$ cat src/rtl/adc_threshold_trigger.sv
// Threshold discriminator with hysteresis and holdoff: one fixed-width trigger pulse per crossing.
// Optional missed-crossing counter is enabled by defining MISSED_TRIG_COUNT_EN.
module adc_threshold_trigger #(
  parameter int DATA_W    = 12,
  parameter int HOLDOFF_W = 16,
  parameter int PULSE_LEN = 4
) (
  input  logic                 clock,
  input  logic                 reset,
  input  logic                 enable,
  input  logic                 sample_valid,
  input  logic [DATA_W-1:0]    sample_data,
  input  logic [DATA_W-1:0]    threshold_hi,
  input  logic [DATA_W-1:0]    threshold_lo,
  input  logic [HOLDOFF_W-1:0] holdoff_cycles,
  output logic                 trigger_out,
  output logic                 armed
`ifdef MISSED_TRIG_COUNT_EN
  ,
  output logic [15:0]          missed_count
`endif
);

  localparam int PCNT_W = (PULSE_LEN > 1) ? $clog2(PULSE_LEN) : 1;
  localparam logic [PCNT_W-1:0] PULSE_LAST = PCNT_W'(PULSE_LEN - 1);

  typedef enum logic [2:0] {
    ST_IDLE,
    ST_REARM,
    ST_ARMED,
    ST_FIRE,
    ST_HOLDOFF
  } state_t;

  state_t               state_reg, state_next;
  logic [PCNT_W-1:0]    pulse_reg, pulse_next;
  logic [HOLDOFF_W-1:0] hold_reg, hold_next;
  logic                 trigger_reg, trigger_next;
  logic                 armed_reg, armed_next;
  logic                 sample_hi, sample_lo;

  assign sample_hi = sample_valid && (sample_data >= threshold_hi);
  assign sample_lo = sample_valid && (sample_data <= threshold_lo);

  always_comb begin
    state_next = state_reg;
    pulse_next = pulse_reg;
    hold_next  = hold_reg;
    if (!enable) begin
      state_next = ST_IDLE;
      pulse_next = '0;
      hold_next  = '0;
    end else begin
      case (state_reg)
        // Always pass through REARM so a level already above hi cannot fire.
        ST_IDLE: state_next = ST_REARM;
        ST_REARM: begin
          if (sample_lo) state_next = ST_ARMED;
        end
        ST_ARMED: begin
          if (sample_hi) begin
            state_next = ST_FIRE;
            pulse_next = PULSE_LAST;
            hold_next  = holdoff_cycles;
          end
        end
        ST_FIRE: begin
          if (pulse_reg == '0) begin
            state_next = (hold_reg == '0) ? ST_REARM : ST_HOLDOFF;
          end else begin
            pulse_next = pulse_reg - PCNT_W'(1);
          end
        end
        ST_HOLDOFF: begin
          if (hold_reg <= HOLDOFF_W'(1)) state_next = ST_REARM;
          if (hold_reg != '0) hold_next = hold_reg - HOLDOFF_W'(1);
        end
        default: state_next = ST_IDLE;
      endcase
    end
  end

  // Trigger mirrors FIRE one clock later; dropping enable cuts it on the next edge.
  assign trigger_next = enable && (state_reg == ST_FIRE);
  assign armed_next   = (state_next == ST_ARMED);

  always_ff @(posedge clock or negedge reset) begin
    if (!reset) begin
      state_reg   <= ST_IDLE;
      pulse_reg   <= '0;
      hold_reg    <= '0;
      trigger_reg <= 1'b0;
      armed_reg   <= 1'b0;
    end else begin
      state_reg   <= state_next;
      pulse_reg   <= pulse_next;
      hold_reg    <= hold_next;
      trigger_reg <= trigger_next;
      armed_reg   <= armed_next;
    end
  end

  assign trigger_out = trigger_reg;
  assign armed       = armed_reg;

`ifdef MISSED_TRIG_COUNT_EN
  logic [15:0] missed_reg, missed_next;

  // One count per over-threshold sample while the discriminator is busy.
  always_comb begin
    missed_next = missed_reg;
    if (!enable) begin
      missed_next = '0;
    end else if (sample_hi && ((state_reg == ST_FIRE) || (state_reg == ST_HOLDOFF)) &&
                 (missed_reg != 16'hFFFF)) begin
      missed_next = missed_reg + 16'd1;
    end
  end

  always_ff @(posedge clock or negedge reset) begin
    if (!reset) missed_reg <= '0;
    else        missed_reg <= missed_next;
  end

  assign missed_count = missed_reg;
`endif

endmodule

$ cat config.mk
export PLATFORM = sky130hd
export DESIGN_NAME = adc_threshold_trigger
export DESIGN_NICKNAME = d
export VERILOG_FILES = /design/src/rtl/adc_threshold_trigger.sv
export SDC_FILE = /design/constraint.sdc
export NUM_CORES = 1
export LEC_CHECK = 0
export CORE_MARGIN = 8
export CORE_UTILIZATION = 50
export CTS_CLUSTER_DIAMETER = 150
export CTS_CLUSTER_SIZE = 20
export DETAILED_ROUTE_END_ITERATION = 8
export PLACE_DENSITY = 0.81
export SYNTH_ARGS = -nofsm -noshare
export SYNTH_HDL_FRONTEND = slang
export SYNTH_SLANG_ARGS = --single-unit
$ cat constraint.sdc
create_clock -name clock -period 2.8 [get_ports clock]
set_input_delay 0.56 -clock clock [delete_from_list [all_inputs] [get_ports clock]]
set_output_delay 0.56 -clock clock [all_outputs]
set_load 0.01 [all_outputs]
Word level (Yosys, flattened, before mapping)

Cells that the tools add are included.

Add/sub/neg operators: 2
Magnitude comparators: 3
Equality and inequality tests: 10
Multiplexer cells: 15
Reductions and logical operators: 9

Operators with widths:

| operator              | number |
|---|---|
| $mux 16               | 3 |
| $pmux 16 s2           | 1 |
| $mux 3                | 6 |
| $le 16x1->1 const B   | 1 |
| $logic_not 16->1      | 1 |
| $reduce_bool 16->1    | 1 |
| $sub 16x1->16 const B | 1 |
| $pmux 3 s5            | 1 |
| $ge 12x12->1          | 1 |
| $le 12x12->1          | 1 |
| $eq 3x2->1 const B    | 3 |
| $ne 3x3->1 const B    | 3 |
| $mux 2                | 3 |
| $ne 3x1->1 const B    | 2 |
| $reduce_and 3->1      | 2 |
| $pmux 2 s2            | 1 |
| $eq 3x1->1 const B    | 1 |
| $eq 3x3->1 const B    | 1 |
| $logic_and 1x1->1     | 3 |
| $logic_not 3->1       | 1 |
| $logic_not 2->1       | 1 |
| $sub 2x1->2 const B   | 1 |

Register bits after elaboration: 23
Word-level logic and storage cells: 44

Depth between registers and ports, before layout

Gate-level depths: netlist of run 1.

Depth in word-level cells: 6
Mapped depth: 9
Depth with buffers taken out: 8

Least setup slack after synthesis of run 1

Ideal clock, no wire load.

Path kind: input-to-reg
Start: input port sample_data[0]
End: register hold_reg[0]
Setup time: 0.073 ns
Arrival time: 2.235 ns
Required time: 2.727 ns
Path slack: 0.492 ns
Cell stages on the path: 9
Path buffers: 1
Path through: inv_1 > ha_1 > nand2b_1 > a2111o_1 > a31oi_1 > o211a_1 > clkdlybuf4s15_2 > o32ai_1 > a21oi_2

Word-level cells in the longest chain between the ends: 4

RTL lines:

| what                       | RTL line | RTL |
|---|---|---|
| start, declared            | 12       | `input logic [DATA_W-1:0] sample_data,` |
| $ge 12x12->1               | 42       | `assign sample_hi = sample_valid && (sample_data >= threshold_hi);` |
| $logic_and 1x1->1          | 42       |  |
| $ne 3x3->1 (no line)       | --       |  |
| $reduce_and 3->1 (no line) | --       |  |
| end signal, assigned       | 97       | `hold_reg <= hold_next;` |
| end, declared              | 37       | `logic [HOLDOFF_W-1:0] hold_reg, hold_next;` |

Every way passes these cells.
A chain may end at the register's enable or synchronous reset.

Worst setup path in the final report of run 1

Start: input port sample_data[2]
End: register armed_reg, in the netlist armed

Word-level cells in the longest chain between the ends: 6

RTL lines:

| what                                                | RTL line | RTL |
|---|---|---|
| $ge 12x12->1 / $le 12x12->1 (equally long branches) | 42, 43   |  |
| $logic_and 1x1->1 (on tied branches)                | 42, 43   |  |
| $mux 3 (on tied branches)                           | 61, 58   |  |
| $pmux 3 s5 *                                        | 54       | `case (state_reg)` |
| $mux 3 *                                            | 49       | `if (!enable) begin` |
| $eq 3x2->1 *                                        | 85       | `assign armed_next = (state_next == ST_ARMED);` |
| named net armed_next                                | 39       | `logic armed_reg, armed_next;` |
| end signal, assigned                                | 99       | `armed_reg <= armed_next;` |
| end, declared                                       | 39       |  |

Mark *: on every way through the listed nets, which the timed path passes. The rest lies on a longest branch.

==> results.py, run 1 <==
metrics = {
    "critical_path": {
        "crit_path_start_kind": "input pin",
        "critPathArrivalTime_ns": 2.79,
        "crit_fanout": 2,
        "worst-setup-path-type": "input pin to flip-flop",
        "cp-end-kind": "flip-flop",
        "r2r_cells": 9,
        "critPathRequiredTime_ns": 3.02,
    },
    "synthesis": {
        "synth-edff-count": 0,
        "ys.flop_type": "dfrtp_1",
        "mappedNetlistArea_um2": 2268,
        "synth_cell_types": 54,
        "syn_inst": 287,
        "ys_seq_area_frac": 0.2537,
        "syn_area_per_cell_um2": 7.904,
        "ys_warn_count": 0,
        "async_flop_share": 1.000,
        "synth_fp_nets": 370,
        "synth-seq-cells": 23,
    },
    "floorplanning": {
        "core_area_um2": 4354,
        "start_util": 0.5210,
        "dieArea_um2": 6948,
        "dieHeight_um": 83.36,
        "io_pins": 58,
        "die_w_um": 83.36,
        "rows": 24,
    },
    "grt": {
        "first_global_vias": 2247,
        "grt_pass1_wl_um": 10180,
        "grt_max_degree": 32,
        "grt-ovfl-total": 0,
        "grt_usage": 0.1681,
        "antenna_found_initial": 0,
    },
    "cells_and_area": {
        "area_growth_pct": 29.78,
        "final_area_um2": 2944,
        "largest_reg_flops": 16,
        "nets": 431,
        "antennaDiodeCount": 0,
        "drive_above_1_share": 0.07205,
    },
    "clock_tree": {
        "post_cts_buffers": 0,
        "clock_latency_ns": 0.28,
        "ctsHoldBuffers": 0,
        "cts_tree": "built",
        "cts_resized": 0,
        "clock_path_buffers": 2,
        "path_clk_slew_ns": 0.09,
        "clock_sinks": 23,
        "cts_root_buf": "clkbuf_8",
        "h-tree-depth": 1,
        "numCtsBuffers": 3,
    },
    "pwr": {
        "pwr-share-clk": 0.154,
        "p_per_area_nw_per_um2": 487.3,
        "p_leak_uw": 0.001308,
        "vdd_drop_max_v": 0.0002482,
        "switching_share": 0.4240,
        "p_seq_frac": 0.365,
        "p_switching_uw": 608.3,
        "p_int_uw": 826.4,
        "p_comb_frac": 0.481,
    },
    "drt": {
        "vias_per_cell": 5.912,
        "wl_per_cell_um": 15.30,
        "drtIter0Drc": 193,
        "vias": 2359,
        "wirelength_um": 6105,
        "ant_nets": 0,
        "drcViolationCount": 0,
        "drt-pass1-iter-count": 4,
    },
    "run": {
        "max-cap-violations": 0,
    },
    "sta": {
        "finalHoldViolations": 0,
        "grt_setup_unrepaired": "false",
        "clock-skew-final_ns": 0.004110,
        "drv_slew": 0,
        "period_needed_ns": 2.575,
        "period_share": 0.9197,
        "worstMarginPinSlew_ns": 0.5088,
        "fmax_ghz": 0.3883,
        "setup_ws_ns": 0.2249,
        "setup_viol": 0,
        "whs_ns": 0.5403,
        "relSlewSlack": 0.6582,
    },
    "run_status": {
        "status": "completed",
    },
    "worst_hold_path": {
        "hp-class": "flip-flop to flip-flop",
        "worstHoldPathCells": 1,
    },
    "placement": {
        "gp_congestion": 0.8432,
        "place_area_um2": 2898,
        "portBuffers": 57,
        "dp_hpwl_um": 4789,
        "pre_cts_slack_ns": -0.05477,
    },
}
==> per-layer routing <==
metal,share of wire,track usage,vias up
li1,-,-,1170
met1,0.44,0.2112,1114
met2,0.50,0.2808,67
met3,0.052,0.03613,8
met4,0.0097,0.04473,0
met5,0,0,-
==> layout by cell type, fill, tap and decap left out, types with 2 or more instances in the layout <==
cell | Yosys | routed
and3_2 | 2 | 2
o31ai_1 | 2 | 2
inv_1 | 32 | 32
buf_12 | 0 | 2
clkdlybuf4s50_1 | 0 | 57
nor2_1 | 12 | 12
o21ai_1 | 2 | 2
ha_1 | 27 | 27
nand4_1 | 4 | 4
nand2b_1 | 4 | 4
o21ai_0 | 45 | 45
a32oi_1 | 2 | 2
clkbuf_8 | 3 | 3
dfrtp_1 | 23 | 23
o211a_1 | 2 | 2
nor3_1 | 12 | 12
nor4_1 | 10 | 10
nand3_2 | 2 | 2
nor3b_1 | 4 | 4
nand2_1 | 25 | 25
a21oi_1 | 25 | 25
a31oi_1 | 2 | 2
buf_4 | 1 | 8
nand3b_1 | 2 | 2
nand3_1 | 10 | 10
==> path summary, 6_finish.rpt <==
path,from,end,slack (ns)
worst max-delay path,sample_data[2],armed,0.22
worst min-delay path,pulse_reg[1],pulse_reg[1],0.54
worst max register to register,hold_reg[0],hold_reg[13],0.42
worst min register to register,pulse_reg[1],pulse_reg[1],0.54
max in group asynchronous,reset,pulse_reg[1],1.93
min in group asynchronous,reset,trigger_out,0.63
==> final cells by class <==
cell class              instances  area, µm²
repair buffers                 67      670.6
well taps                      52      65.06
multi-input cells             221       1466
flip-flops and latches         23      575.6
clock inverters                 1      5.005
clock buffers                   3      41.29
fillers                       365       1410
inverters                      32      120.1
==> kinds of logic (layout without fill, tap and decap cells) <==
family                     after synthesis  in the layout  share of synthesized area
AOI/OAI and AO/OA                       96             96                     0.2593
DFF                                     23             23                     0.2537
buffers and inverters                   43            103                    0.09984
and+or+nand+nor                         98             98                     0.2383
adders and majority gates               27             27                     0.1489
==> synth_stat cells, types with 2 or more instances <==
cell / n / area share
clkbuf_8: 3 / 0.018
o21ai_1: 2 / 0.0044
a31oi_1: 2 / 0.0055
nor3b_1: 4 / 0.013
nand3b_1: 2 / 0.0066
dfrtp_1: 23 / 0.25
nor2_1: 12 / 0.020
and3_2: 2 / 0.0066
nand4_1: 4 / 0.011
clkbuf_1: 2 / 0.0033
nand2_1: 25 / 0.041
inv_1: 32 / 0.053
nor4_1: 10 / 0.028
nand3_2: 2 / 0.0088
a21oi_1: 25 / 0.055
o211a_1: 2 / 0.0088
buf_6: 3 / 0.015
o21ai_0: 45 / 0.099
a32oi_1: 2 / 0.0077
ha_1: 27 / 0.15
nor3_1: 12 / 0.026
nand3_1: 10 / 0.022
nand2b_1: 4 / 0.011
o31ai_1: 2 / 0.0066
==> power groups by stage <==
stage	Sequential, µW	Combinational (µW)	Clock, µW
final	524	690	221
after detailed placement	525	683	0
after global placement	522	661	0
after floorplan	480	502	0
after CTS	518	687	227
after global routing	538	772	233
==> worst max-delay path: stages <==
cell,delay (ns)
clkdlybuf4s50_1,0.44
ha_1,0.33
a21oi_1,0.14
o221ai_1,0.15
a221o_1,0.37
o211a_1,0.24
nor4_1,0.37
and2_1,0.20
==> per-stage QoR <==
stage | power (µW) | setup TNS, ns | util | cells
after floorplan | 981.8 | 0 | - | 287
after global placement | 1183 | 0 | 0.6655 | 395
after detailed placement | 1207 | -0.1420 | 0.6655 | 395
after CTS | 1432 | 0 | 0.6761 | 399
after global routing | 1543 | 0 | 0.6761 | 399
final | 1435 | 0 | 0.6761 | 399
(Power assumes the default switching activity.)
==> run 2: changes to the inputs <==
--- a/config.mk
+++ b/config.mk
@@ -7,7 +7,7 @@
 export LEC_CHECK = 0
 export CORE_MARGIN = 8
 export CORE_UTILIZATION = 50
-export CTS_CLUSTER_DIAMETER = 150
+export CTS_CLUSTER_DIAMETER = 60
 export CTS_CLUSTER_SIZE = 20
 export DETAILED_ROUTE_END_ITERATION = 8
 export PLACE_DENSITY = 0.81
==> results of run 2 <==
Same layout as run 1: the final DEF is identical, and so are final timing and power.
